### src/rtl/jk_excite_drv.sv
// Clocked J/K excitation driver and checker for a downstream jk_ff; build with JK_TOGGLE_EN for toggle encoding.
// Latency: j/k from accept edge E0 to E1, check result (chk_done) from E2; in_ready low E0..E2, one target per 3 cycles.
module jk_excite_drv #(
  parameter int CNT_W = 8
) (
  input  logic             clk,
  input  logic             rst_n,
  input  logic             in_valid,
  input  logic             in_bit,
  output logic             in_ready,
  output logic             j,
  output logic             k,
  input  logic             q_fb,
  output logic             chk_done,
  output logic             chk_err,
  output logic             err_sticky,
  output logic [CNT_W-1:0] err_cnt,
  input  logic             clr_err
);

  typedef enum logic [1:0] {
    IDLE  = 2'd0,
    DRIVE = 2'd1,
    CHECK = 2'd2
  } state_t;

  state_t     state;
  logic       tgt;
  logic [1:0] exc;
  logic       mismatch;
  logic       cnt_sat;

  // Excitation from the current flip-flop state to the offered target.
  always_comb begin
    exc = 2'b00;
    if (q_fb != in_bit) begin
`ifdef JK_TOGGLE_EN
      exc = 2'b11;
`else
      exc = in_bit ? 2'b10 : 2'b01;
`endif
    end
  end

  assign mismatch = (q_fb != tgt);
  assign cnt_sat  = &err_cnt;

  always_ff @(posedge clk or negedge rst_n) begin
    if (!rst_n) begin
      state      <= IDLE;
      tgt        <= 1'b0;
      in_ready   <= 1'b1;
      j          <= 1'b0;
      k          <= 1'b0;
      chk_done   <= 1'b0;
      chk_err    <= 1'b0;
      err_sticky <= 1'b0;
      err_cnt    <= '0;
    end else begin
      chk_done <= 1'b0;
      chk_err  <= 1'b0;
      case (state)
        IDLE: begin
          if (in_valid) begin
            tgt      <= in_bit;
            j        <= exc[1];
            k        <= exc[0];
            in_ready <= 1'b0;
            state    <= DRIVE;
          end
        end
        DRIVE: begin
          j     <= 1'b0;
          k     <= 1'b0;
          state <= CHECK;
        end
        CHECK: begin
          chk_done <= 1'b1;
          chk_err  <= mismatch;
          in_ready <= 1'b1;
          state    <= IDLE;
        end
        default: begin
          j        <= 1'b0;
          k        <= 1'b0;
          in_ready <= 1'b1;
          state    <= IDLE;
        end
      endcase

      // A clear on the same edge as a recorded mismatch wins.
      if (clr_err) begin
        err_sticky <= 1'b0;
        err_cnt    <= '0;
      end else if (state == CHECK && mismatch) begin
        err_sticky <= 1'b1;
        if (!cnt_sat) err_cnt <= err_cnt + CNT_W'(1);
      end
    end
  end

endmodule

### config.mk
export PLATFORM = sky130hd
export DESIGN_NAME = jk_excite_drv
export DESIGN_NICKNAME = d
export VERILOG_FILES = /design/src/rtl/jk_excite_drv.sv
export SDC_FILE = /design/constraint.sdc
export NUM_CORES = 1
export LEC_CHECK = 0
export CAP_MARGIN = 5
export CORE_UTILIZATION = 50
export CTS_CLUSTER_SIZE = 16
export DETAILED_ROUTE_END_ITERATION = 16
export PLACE_DENSITY = 0.78
export SLEW_MARGIN = 0
export SYNTH_ARGS = -nofsm -noshare
export SYNTH_HDL_FRONTEND = slang
export SYNTH_SLANG_ARGS = --single-unit
### constraint.sdc
create_clock -name clk -period 4.5 [get_ports clk]
set_input_delay 0.9 -clock clk [delete_from_list [all_inputs] [get_ports clk]]
set_output_delay 0.9 -clock clk [all_outputs]
set_load 0.01 [all_outputs]
# Yosys cells after proc, flatten, opt, wreduce, memory -nomap -nowiden

Index checks and enable logic that the tools add are counted.

Add/subtract/negate cells: 1
Equality and inequality tests: 6
Mux-type cells: 17
Bitwise operators: 2
Reductions and logical operators: 8

Operator list:

| operator            | count |
|---|---|
| $mux 8              | 3 |
| $add 8x1->8 const B | 1 |
| $reduce_and 2->1    | 4 |
| $reduce_and 8->1    | 1 |
| $mux 1              | 7 |
| $mux 2              | 3 |
| $pmux 1 s2          | 3 |
| $ne 2x2->1 const B  | 2 |
| $pmux 2 s2          | 1 |
| $eq 2x1->1 const B  | 1 |
| $eq 2x2->1 const B  | 1 |
| $logic_not 2->1     | 1 |
| $ne 1x1->1          | 2 |
| $not 1->1           | 2 |
| $reduce_bool 2->1   | 1 |
| $logic_and 1x1->1   | 1 |

Register bits after elaboration: 17
Bits of input ports: 6
Output and inout port bits: 14

# Depth between registers and ports, before layout

Depth in word-level cells: 4
Gate-level depth with buffers: 6
Depth with buffers taken out: 5

# Worst setup path before layout

Ideal clock, no wire load.

Path kind: input-to-reg
Start point: input q_fb
End point: register err_cnt[4]
Setup time: 0.125 ns
Arrival time: 1.904 ns
Data required time: 4.375 ns
Path slack: 2.472 ns
Stages on the path: 5
Buffers on the path: 1
Cells stage by stage: xor2_1 -> nand2_1 -> buf_2 -> nor4_1 -> mux2_2

Word-level cells in the longest chain between the ends: 4

Ends and longest elaborated chain:

| what                               | line | source |
|---|---|---|
| from (decl)                        | 13   | `input logic q_fb,` |
| $ne 1x1->1                         | 45   | `assign mismatch = (q_fb != tgt);` |
| $logic_and 1x1->1                  | 95   | `end else if (state == CHECK && mismatch) begin` |
| $reduce_bool 2->1 (no source line) | --   |  |
| $reduce_and 2->1 (no source line)  | --   |  |
| to (signal assigned)               | 97   | `if (!cnt_sat) err_cnt <= err_cnt + CNT_W'(1);` |
| to (decl)                          | 17   | `output logic [CNT_W-1:0] err_cnt,` |

No other way between the ends.
A chain may end at the register's enable or synchronous reset.

# Worst setup path after layout

Start point: input q_fb
End point: register err_cnt[6]

Same word-level chain as after synthesis.

==> metrics.yaml <==
run_status:
  status: "finished, final reports clean"
synthesis:
  async_flop_share_pct: 100.0
  synth_nets: 83
  ys_types: 28
  syn_area_per_cell_um2: 10.52
  synthCells: 76
  synth_xor_area_share_pct: 1.095
  synth_area_leaders: "dfrtp_1 (50%), a21oi_1 (5.0%), nor2_1 (4.2%)"
  syn_area_um2: 799.5
  synth-seq-cells: 17
  yosysWarnings: 0
  yosys.area_share.adder_pct: 1.565
  synth_most_common_cell: "dfrtp_1"
  synth_top_area_share_pct: 50.08
  synth_compound_area_share_pct: 10.17
  yosys-top-cells-count: "dfrtp_1 (16), nor2_1 (9), a21oi_1 (8), nand2_1 (4)"
  netlist.top_cell.by_area: "dfrtp_1"
  synth.area.mux_share_pct: 4.225
  ys.flop_type: "dfrtp_1"
  synth-simple-area-share_pct: 26.13
  seq_area_frac_synth_pct: 53.36
  synth_edf_count: 0
  synth_top_family_by_area: "simple AND/OR/NAND/NOR gates"
global_routing:
  track_usage_pct: 19.41
  antenna_found_initial: 0
  grt_max_degree: 18
  grt_pass1_wl_mm: 2.504
  grt_overflow: 0
  grt_pass1_vias: 583
pwr:
  finalPower_uw: 312.0
  power.density_nw_per_um2: 306.7
  ir_drop_uv: 171.1
  leakagePower_nw: 0.4235
setup_path:
  path_class: "input pin to register"
  worstPathArrival_ps: 2610
  path_max_fanout: 14
  crit_path_cell_trace: "clkdlybuf4s50_1 > xor2_1 > nand2_1 > nor4_1 > mux2_2"
  setup.worst_path.start_class: "input pin"
  crit_path_end_kind: "register"
  critPathMaxStageDelay_ps: 510
  critPathSlowestCell: "clkdlybuf4s50_1"
  cp.required_ps: 4680
die:
  rows: 14
  die_x_um: 41.99
  core-area_um2: 1506
  ios: 20
  start_util_pct: 53.07
  die-area_um2: 1763
  die_h_um: 41.99
sta:
  drv_slew: 0
  fin_skew_ps: 8.918
  finalCritPeriodShare_pct: 54.01
  rsz0062_at_grt: "false"
  setup_violations: 0
  min_period_ps: 2431
  worstMarginPinSlew_ps: 740.2
  hold_ws_ps: 484.3
  max_freq_ghz: 0.4114
  relSlewSlack_pct: 50.50
  hold_viol_final: 0
  fin_setup_tns_ps: 0
drt:
  met2_length_um: 691
  detail-route-antenna-nets: 0
  detailedRoute.firstPassIterationCount: 4
  drcViolationCount: 0
  drt_iter0_markers: 17
  wl_met1_um: 707
  num_vias: 644
  routed.top_layer: "met4"
  wl_mm: 1.499
  wl_per_cell_um: 13.38
  viasPerCell: 5.750
  met3WireLength_um: 59
placed_design:
  dp_cells: 108
  place_congestion: 0.7713
  io_buffers: 19
  hpwl_mm: 1.056
clock_network:
  post_cts_buffers: 0
  htree_levels: 1
  clk_latency_ps: 300
  numCtsBuffers: 3
  clk_pin_slew_ps: 110
  clock_path_buffers: 2
  clkSinkCount: 17
  cts_hold_buf: 0
  cts_tree: "done"
  cts_resized: 0
  root_buffer: "clkbuf_4"
final_layout:
  insertedDiodeCount: 0
  drive_gt1_share_pct: 15.63
  area_delta_synth_final_pct: 27.23
  final_cells: 112
  fin_nets: 104
run:
  cap_violations: 0
hold_path:
  min_path_type: "register to register"
## critical path: cells and delay by family
family	cells	cell delay, ps
xor gates and xnor gates	1	160
buffers and inverters	1	510
muxes	1	370
and+or+nand+nor	2	670
## layout make-up
cell class / count / area (um2)
sequential: 17 / 426.7
timing repair buffer: 19 / 190.2
tap: 16 / 20.02
multi-input combinational: 54 / 345.3
fill: 123 / 489.2
clock inverter: 1 / 5.005
clock buffer: 3 / 22.52
inverter: 2 / 7.507
## kinds of logic (layout without fill, tap and decap cells)
kind of cell,after synthesis,in the layout
fa+ha+maj,1,1
flops,17,17
buf+inv,5,25
compound gates,14,14
simple gates,35,35
mux,3,3
xor+xnor,1,1
## registers in the layout (all words and copies together) (netlist names)
name	count
chk_done	1
err_cnt	8
state	2
k	1
in_ready	1
err_sticky	1
chk_err	1
tgt	1
j	1
## worst paths after layout
kind / from / to / slack, ps / cells after the start
min in group asynchronous: rst_n / err_cnt[4] / 1030 / 1
max in group asynchronous: rst_n / err_cnt[1] / 3000 / 1
hold reg to reg: state[1] / state[1] / 480 / 1
setup / recovery: q_fb / err_cnt[6] / 2070 / 5
hold / removal: state[1] / state[1] / 480 / 1
setup reg to reg: state[0] / err_cnt[6] / 2740 / 4
## stage by stage
stage	worst slack (ps)	instance area [um2]	util, %
detailed placement	1770	989.7	65.70
floorplan	2472	799.5	-
finish	2069	1017	67.52
global placement	1812	989.7	65.70
CTS	2074	1017	67.52
global route	1981	1017	67.52
## placed cells by master, fill, tap and decap left out, types with 2 or more instances in the layout
master and count:
or4_1 3, mux2_2 3, clkbuf_4 3, nand3_1 3
inv_1 2, nand2_1 4, nor4_1 2, o31ai_1 3
nor2b_1 3, and3_4 2, dfrtp_1 16, o21ai_0 2
nor3b_1 2, a21oi_1 8, nor2_1 9, clkdlybuf4s50_1 19
## report_power, final
group	total, mW	leakage [nW]	switching (mW)	internal [mW]
sequential	0.177	0.227	0.00957	0.167
clock	0.0833	0.0177	0.0502	0.0331
combinational	0.0521	0.179	0.0247	0.0274
total	0.312	0.423	0.0844	0.228
## layer usage
metal | vias up | GRT usage (%)
li1 | 314 | -
met1 | 311 | 26.09
met2 | 14 | 29.06
met3 | 5 | 2.586
met4 | 0 | 13.55
met5 | - | 0
No activity file was read; power rests on OpenSTA's default activity.
